## src/rtl/cpu_pkg.sv

```systemverilog
// rtl/cpu_pkg.sv - shared constants for the fetch stage of the 5-stage MIPS core
package cpu_pkg;

  localparam logic [31:0] NOP_INSTR        = 32'h0000_0000;
  localparam logic [31:0] PC_STEP          = 32'd4;
  localparam logic [31:0] DEFAULT_RESET_PC = 32'h0000_0000;

  // Fetch addresses are word aligned: drop the byte-offset bits.
  function automatic logic [31:0] align_word(input logic [31:0] addr);
    return {addr[31:2], 2'b00};
  endfunction

endpackage

```

## src/rtl/pc_ifid_stage_if.sv

```systemverilog
// rtl/pc_ifid_stage_if.sv - fetch-stage bus between PC/IF-ID register and the core
interface pc_ifid_stage_if;
  import cpu_pkg::*;

  logic [31:0] next_pc;
  logic        redirect;
  logic        stall;
  logic [31:0] imem_instr;
  logic [31:0] pc;
  logic [31:0] pc_plus_4;
  logic [31:0] ifid_instr;
  logic [31:0] ifid_pc_plus_4;
  logic        ifid_valid;
  logic        misalign_err;

  // Fetch stage side: owns the PC and the IF/ID latch.
  modport master (
    input  next_pc, redirect, stall, imem_instr,
    output pc, pc_plus_4, ifid_instr, ifid_pc_plus_4, ifid_valid, misalign_err
  );

  // Core side: next-PC mux, hazard unit, instruction memory, decode.
  modport slave (
    output next_pc, redirect, stall, imem_instr,
    input  pc, pc_plus_4, ifid_instr, ifid_pc_plus_4, ifid_valid, misalign_err
  );

endinterface

```

## src/rtl/sat_counter.sv

```systemverilog
// rtl/sat_counter.sv - saturating event counter with synchronous clear
module sat_counter #(
  parameter int W = 16
) (
  input  logic         clk,
  input  logic         rst,
  input  logic         inc,
  output logic [W-1:0] count
);

  // Count qualifying cycles, sticking at all-ones instead of wrapping.
  always_ff @(posedge clk) begin
    if (rst) begin
      count <= '0;
    end else if (inc && (count != {W{1'b1}})) begin
      count <= count + 1'b1;
    end
  end

endmodule

```

## src/rtl/pc_ifid_stage.sv

```systemverilog
// rtl/pc_ifid_stage.sv - program counter, PC+4 adder and IF/ID pipeline register
module pc_ifid_stage
  import cpu_pkg::*;
#(
  parameter logic [31:0] RESET_PC = DEFAULT_RESET_PC,
  parameter int          CNT_W    = 16
) (
  input  logic               clk,
  input  logic               rst,
  pc_ifid_stage_if.master    bus,
  output logic [CNT_W-1:0]   stall_cnt,
  output logic [CNT_W-1:0]   flush_cnt
);

  logic [31:0] pc_q;
  logic [31:0] pc_plus_4_w;
  logic [31:0] ifid_instr_q;
  logic [31:0] ifid_pc_plus_4_q;
  logic        ifid_valid_q;
  logic        misalign_q;
  logic        load_pc;
  logic        stall_only;

  // A redirect overrides a load-use stall: the stalled slot is on the wrong path anyway.
  assign load_pc     = bus.redirect || !bus.stall;
  assign stall_only  = bus.stall && !bus.redirect;
  assign pc_plus_4_w = pc_q + PC_STEP;

  // PC register and sticky misalignment flag.
  always_ff @(posedge clk) begin
    if (rst) begin
      pc_q       <= RESET_PC;
      misalign_q <= 1'b0;
    end else if (load_pc) begin
      pc_q <= align_word(bus.next_pc);
      if (bus.next_pc[1:0] != 2'b00) begin
        misalign_q <= 1'b1;
      end
    end
  end

  // IF/ID latch: squash on redirect, hold on stall, otherwise capture the fetch.
  always_ff @(posedge clk) begin
    if (rst || bus.redirect) begin
      ifid_instr_q     <= NOP_INSTR;
      ifid_pc_plus_4_q <= '0;
      ifid_valid_q     <= 1'b0;
    end else if (!bus.stall) begin
      ifid_instr_q     <= bus.imem_instr;
      ifid_pc_plus_4_q <= pc_plus_4_w;
      ifid_valid_q     <= 1'b1;
    end
  end

  sat_counter #(.W(CNT_W)) u_stall_cnt (
    .clk   (clk),
    .rst   (rst),
    .inc   (stall_only),
    .count (stall_cnt)
  );

  sat_counter #(.W(CNT_W)) u_flush_cnt (
    .clk   (clk),
    .rst   (rst),
    .inc   (bus.redirect),
    .count (flush_cnt)
  );

  assign bus.pc             = pc_q;
  assign bus.pc_plus_4      = pc_plus_4_w;
  assign bus.ifid_instr     = ifid_instr_q;
  assign bus.ifid_pc_plus_4 = ifid_pc_plus_4_q;
  assign bus.ifid_valid     = ifid_valid_q;
  assign bus.misalign_err   = misalign_q;

endmodule

```

## src/flat_wrapper.sv

```systemverilog
// flat-port wrapper written by rule: the top's interface ports become plain ports
module pc_ifid_stage_flat import cpu_pkg::*;
#(
  parameter logic [31:0] RESET_PC = DEFAULT_RESET_PC,
  parameter int          CNT_W    = 16
)
  (clk, rst, stall_cnt, flush_cnt, bus_next_pc, bus_redirect, bus_stall, bus_imem_instr, bus_pc, bus_pc_plus_4, bus_ifid_instr, bus_ifid_pc_plus_4, bus_ifid_valid, bus_misalign_err);
  pc_ifid_stage_if bus_i ();
  input  logic clk;
  input  logic rst;
  output logic [CNT_W-1:0] stall_cnt;
  output logic [CNT_W-1:0] flush_cnt;
  input wire logic [$bits(bus_i.next_pc)-1:0] bus_next_pc;
  input wire logic [$bits(bus_i.redirect)-1:0] bus_redirect;
  input wire logic [$bits(bus_i.stall)-1:0] bus_stall;
  input wire logic [$bits(bus_i.imem_instr)-1:0] bus_imem_instr;
  output wire logic [$bits(bus_i.pc)-1:0] bus_pc;
  output wire logic [$bits(bus_i.pc_plus_4)-1:0] bus_pc_plus_4;
  output wire logic [$bits(bus_i.ifid_instr)-1:0] bus_ifid_instr;
  output wire logic [$bits(bus_i.ifid_pc_plus_4)-1:0] bus_ifid_pc_plus_4;
  output wire logic [$bits(bus_i.ifid_valid)-1:0] bus_ifid_valid;
  output wire logic [$bits(bus_i.misalign_err)-1:0] bus_misalign_err;
  assign bus_i.next_pc = bus_next_pc;
  assign bus_i.redirect = bus_redirect;
  assign bus_i.stall = bus_stall;
  assign bus_i.imem_instr = bus_imem_instr;
  assign bus_pc = bus_i.pc;
  assign bus_pc_plus_4 = bus_i.pc_plus_4;
  assign bus_ifid_instr = bus_i.ifid_instr;
  assign bus_ifid_pc_plus_4 = bus_i.ifid_pc_plus_4;
  assign bus_ifid_valid = bus_i.ifid_valid;
  assign bus_misalign_err = bus_i.misalign_err;
  pc_ifid_stage #(.RESET_PC(RESET_PC), .CNT_W(CNT_W)) u_core (.clk(clk), .rst(rst), .bus(bus_i), .stall_cnt(stall_cnt), .flush_cnt(flush_cnt));
endmodule
```

## config.mk

```make
export PLATFORM = sky130hd
export DESIGN_NAME = pc_ifid_stage_flat
export DESIGN_NICKNAME = d
export VERILOG_FILES = /design/src/rtl/cpu_pkg.sv /design/src/rtl/pc_ifid_stage_if.sv /design/src/rtl/sat_counter.sv /design/src/rtl/pc_ifid_stage.sv /design/src/flat_wrapper.sv
export SDC_FILE = /design/constraint.sdc
export NUM_CORES = 1
export LEC_CHECK = 0
export ABC_CLOCK_PERIOD_IN_PS = 2660
export BUFFER_PORTS_ARGS = -buffer_cell sky130_fd_sc_hd__clkbuf_2
export CAP_MARGIN = 30
export CORE_MARGIN = 2
export CORE_UTILIZATION = 48
export CTS_CLUSTER_SIZE = 25
export DETAILED_ROUTE_END_ITERATION = 8
export GPL_TIMING_DRIVEN = 1
export PLACE_DENSITY = 0.78
export SLEW_MARGIN = 5
export SYNTH_ARGS = -nofsm -noshare
export SYNTH_HDL_FRONTEND = slang
export SYNTH_SLANG_ARGS = --single-unit
```

## constraint.sdc

```tcl
create_clock -name clk -period 2.66 [get_ports clk]
set_input_delay 0.133 -clock clk [delete_from_list [all_inputs] [get_ports clk]]
set_output_delay 0.133 -clock clk [all_outputs]
set_load 0.005 [all_outputs]
```

======== Yosys cells after proc, flatten, opt, wreduce, memory -nomap -nowiden ========
Index checks and enable logic that the tools add are counted.
storage, ports and cells
  register bits after elaboration ......... 128
  input bits .............................. 68
  output and inout port bits .............. 162
  logic and storage cells ................. 21
cells by class
  $add $sub $neg .......................... 3
  equality and inequality tests ........... 2
  reduce and logical (&&, ||, !) cells .... 9
operators with widths
  kind                                                              count
  16-bit by 1-bit adder with 16-bit output (second input constant)  2
  32-bit by 3-bit adder with 32-bit output (second input constant)  1
  16-bit != test (second input constant)                            2
  1-bit logical AND                                                 3
  1-bit logical NOT                                                 2
  1-bit logical OR                                                  2
  2-bit AND reduction                                               1
  2-bit nonzero test                                                1

======== Longest topological paths before layout ========
  depth in word-level cells ............... 3
  mapped depth ............................ 7
  depth with buffers taken out ............ 5

======== By module ========
From an unflattened synthesis, not the netlist that was laid out.
second synthesis, totals
  cell total of the unflattened synthesis .. 644
  area, all modules ....................... 5,601.6 um^2
modules (own cells, without submodules)
  module         instances  cells an instance  area each (um^2)
  pc_ifid_stage  1          446                3,905.0
  sat_counter    2          99                 848.3

======== Least setup slack after synthesis ========
OpenSTA, ideal clock, no wires.
  path kind ............................... flip-flop to flip-flop
  start ................................... register u_core.pc_q[2] (netlist: u_core.bus.pc[2])
  end ..................................... register u_core.ifid_pc_plus_4_q[24] (netlist: u_core.bus.ifid_pc_plus_4[24])
  setup time .............................. 122 ps
  arrival time ............................ 1,994 ps
  slack ................................... 544 ps
  cell stages (with the launch flop) ...... 7
  buffers on the path ..................... 1
  period minus slack after synthesis ...... 2,116 ps
  cell sequence ........................... dfxtp_1 > ha_1 > nand3_1 > or4_4 > buf_6 > o31a_1 > o311a_1
on the way
  longest elaborated chain between the ends .. 1
RTL lines
  element                                   RTL line             RTL
  start, declared                           pc_ifid_stage.sv:15  logic [31:0] pc_q;
  start signal, assigned                    pc_ifid_stage.sv:35  pc_q <= align_word(bus.next_pc);
  32-bit by 3-bit adder with 32-bit output  pc_ifid_stage.sv:27  assign pc_plus_4_w = pc_q + PC_STEP;
  end signal, assigned                      pc_ifid_stage.sv:50  ifid_pc_plus_4_q <= pc_plus_4_w;
  end, declared                             pc_ifid_stage.sv:18  logic [31:0] ifid_pc_plus_4_q;
No other way between the ends.
A chain may end at the register's enable or synchronous reset.

======== Worst setup path after layout ========
  start ................................... register u_core.pc_q[10] (netlist: u_core.bus.pc[10])
  end ..................................... output port bus_pc_plus_4[26]
on the way
  longest elaborated chain between the ends .. 1
RTL lines
  element                                   RTL line             RTL
  32-bit by 3-bit adder with 32-bit output  pc_ifid_stage.sv:27
  end, declared                             flat_wrapper.sv:18   output wire logic [$bits(bus_i.pc_plus_4)-1:0] bus_pc_plus_4;
No other way between the ends.

==> out/qor.csv <==
stage,metric,value,unit
floorplanning,die height,112,um
synth,Main synth FF type,dfxtp_1,
power_and_ir_drop,P_sw,0.00114,W
power_and_ir_drop,Static Leak,3.66,nW
setup_path,crit-path max FO,7,
synth,Synth top area share,0.449,
setup_path,CP bufs+invs,1,
global_routing,initial antenna violation count,1,
clock_network,root buf cell,clkbuf_16,
route,DRT Wirelength,18000,um
clock_network,clock sinks,126,
power_and_ir_drop,clock share of power,0.462,
synth,sequential fraction of the synthesis area,0.449,
timing,Final period util,0.960,
min_path,Worst Hold Class,input port to flip-flop,
timing,Final Setup Violations,0,
route,drt first pass iters,7,
setup_path,Crit Path Class,flip-flop to output pin,
place,GP Congestion,0.872,
clock_network,CTS tree,built,
route,Via Count,5992,
run_status,status,completed,
synth,Mean Syn Cell Area,8.57,um2
synth,"top cells by area, synth","dfxtp_1, nand2_1, mux2i_1, a21oi_1, nor2_1",
synth,Yosys reg bits,126,
global_routing,GRT Overall Usage,0.287,
floorplanning,Initial Util,0.492,
clock_network,cts bufs inserted,17,
synth,Mapped Cells,655,
setup_path,worst reg-to-reg path cell count,4,
timing,Fmax,0.392,GHz
final_layout,Finished Layout Cells,1087,
clock_network,postcts setup bufs,0,
power_and_ir_drop,sequential share of power,0.430,
power_and_ir_drop,Comb pwr share,0.107,
timing,minimum clock period,2.55,ns
timing,Slew @ Worst Pin,0.951,ns
min_path,Worst Hold End,u_core.bus.misalign_err,
timing,Rel. slew slack,0.365,
setup_path,type of origin of the critical path,flip-flop,
synth,commonest cells in the synthesized netlist,"dfxtp_1, nand2_1, a21oi_1, nor2_1, mux2i_1",
final_layout,Syn-to-layout area delta,43.2,%
synth,post-synthesis cell type count,49,
clock_network,htree depth,4,
setup_path,reg-to-reg startpoint,u_core.bus.pc[10],
power_and_ir_drop,sw frac,0.241,
setup_path,CP peak stage delay,0.65,ns
floorplanning,# rows,39,
synth,leading area contributor after synthesis,dfxtp_1,
clock_network,"Clk pin slew, worst setup/hold paths",0.06,ns
clock_network,Worst-Skew Late Latency,0.42,ns
timing,skew final,0.00597,ns
synth,top-count cell post-synth,dfxtp_1,
min_path,Worst Hold Depth,3,
route,Initial DRC Count,646,
clock_network,clock tree buffer depth,2,
setup_path,Worst R2R Setup Slack,0.62,ns
setup_path,CP endpoint kind,output pin,
route,via/cell ratio,5.51,
final_layout,share of layout cells above drive strength 1,0.313,
global_routing,vias in the first global route,5803,
route,wire length per cell,16.6,um
final_layout,Fillers,915,
floorplanning,Horiz. Die Dim,112,um
global_routing,largest net degree at the start of global routing,70,
power_and_ir_drop,Int Power,0.00359,W
place,dpl cells,991,
min_path,HP Start,bus_next_pc[0],
floorplanning,# IOs,230,
timing,RSZ-0062 raised after global routing,false,
route,post-route ant nets,0,
global_routing,gr ovfl total,0,
floorplanning,die area,12600,um2
run,Max Cap Viol,0,
synth,"FFs w/ async S/R, synth",0,
power_and_ir_drop,pwr dens,587,nW/um2
power_and_ir_drop,peak supply drop,607,uV
setup_path,worst path required time,2.53,ns
setup_path,ordered cell list for the critical path,nand4_1 > or4_4 > o31a_1 > or2_2 > clkbuf_2,
timing,Sum Neg Setup Slack,0,ns
place,post-DP HPWL,11800,um
route,drc violations,0,
setup_path,Arrival @ worst endpoint,2.42,ns
global_routing,first-pass GRT wire length,29000,um
timing,fin. max-slew vios,0,
setup_path,Critical Path Start,u_core.bus.pc[10],
setup_path,Worst R2R End,u_core.bus.ifid_pc_plus_4[30],
synth,Syn Std Cell Area,5610,um2
setup_path,Crit path max-delay family,simple AND/OR/NAND/NOR gates,
place,I/O Buffers,223,
final_layout,nets,1001,
floorplanning,core area,11400,um2
setup_path,CP max-delay cell,or4_4,
synth,Post-synth EDFFs,0,
synth,Syn. warnings,0,
timing,hold violation count in the final report,0,
sequential cells by signal (all words and copies together) (netlist names):
signal / cells
u_core.bus.ifid_instr: 32
u_core.bus.ifid_pc_plus_4: 30
u_core.bus.ifid_valid: 1
u_core.bus.misalign_err: 1
u_core.bus.pc: 30
u_core.u_flush_cnt.count: 16
u_core.u_stall_cnt.count: 16
metrics by stage:
| stage | total power [W] | cell area (um2) | utilization | setup WS, ns | hold slack, ns |
|---|---|---|---|---|---|
| floorplan | 0.00227 | 5630 | - | 0.544 | 0.273 |
| global placement | 0.00248 | 6810 | 0.597 | 0.400 | 0.362 |
| detailed placement | 0.00249 | 6810 | 0.597 | 0.353 | 0.367 |
| CTS | 0.00474 | 8020 | 0.702 | 0.0196 | 0.00574 |
| global route | 0.00489 | 8040 | 0.704 | 0.00593 | 0.0725 |
| finish | 0.00472 | 8040 | 0.704 | 0.106 | 0.0198 |
layout by cell type (no fill, tap or decap), drive strengths merged, types with 8 or more instances in the layout:
cell,n
nand2,91
dlygate4sd3,62
or3,15
nand3,18
o311a,8
nand4,18
nor2,48
o21ai,28
nor4,9
xnor2,9
nand2b,13
buf,12
nor3,13
o31ai,12
dfxtp,126
clkbuf,247
and4,8
mux2i,34
or2,11
a21oi,59
or4,14
inv,9
cell type report:
| class | instances | area [um2] | area share |
|---|---|---|---|
| antenna | 1 | 2.50 | 0.000311 |
| timing repair buffer | 296 | 1820 | 0.226 |
| clock inverter | 7 | 60.1 | 0.00747 |
| multi-input combinational | 480 | 2920 | 0.363 |
| tap | 143 | 179 | 0.0223 |
| inverter | 9 | 33.8 | 0.00420 |
| clock buffer | 25 | 495 | 0.0616 |
| sequential | 126 | 2530 | 0.315 |
power by group through the flow:
stage,logic [W],clock network (W),registers (W)
finish,0.000508,0.00218,0.00203
global route,0.000555,0.00229,0.00204
CTS,0.000499,0.00221,0.00203
detailed placement,0.000421,0,0.00206
global placement,0.000416,0,0.00206
floorplan,0.000217,0,0.00206
worst max path at each step:
stage	end	depth (start not counted)	slack, ns
5_1_grt	bus_pc_plus_4[26]	5	0.006
2_1_floorplan	u_core.bus.ifid_pc_plus_4[24]	6	0.54
3_5_place_dp	bus_pc_plus_4[26]	6	0.35
3_3_place_gp	bus_pc_plus_4[26]	6	0.40
4_1_cts	bus_pc_plus_4[26]	6	0.02
6_report	bus_pc_plus_4[26]	5	0.11
metal layers:
layer,global-route usage,vias up,share of wire
met3,0.0794,56,0.075
li1,-,2905,-
met1,0.335,2740,0.40
met4,0.133,0,0.041
met5,0,-,0
met2,0.489,291,0.49
what timing repair did:
item / 4_1_cts / 5_1_grt
endpoints found under the hold margin: 62 / 0
endpoints found under the setup margin: 6 / 7
hold buffers: 62 / 0
resized for setup: 5 / 6
cloned: 1 / 0
pin swaps: 1 / 2
kinds of logic after synthesis:
family	after synthesis	share of synthesized area
simple gates	276	0.250
compound gates	142	0.160
flops	126	0.449
buf+inv	55	0.0423
mux	38	0.0686
xor+xnor	14	0.0218
fa+ha+maj	3	0.00669
other cells	1	0.000668
worst register-to-register path, cell delays in order, from the launching register on:
cell and delay, ns:
dfxtp_2 0.39, nand4_1 0.25, or4_4 0.65, or4_1 0.51, a31oi_1 0.17
No activity file was read; power rests on OpenSTA's default activity.
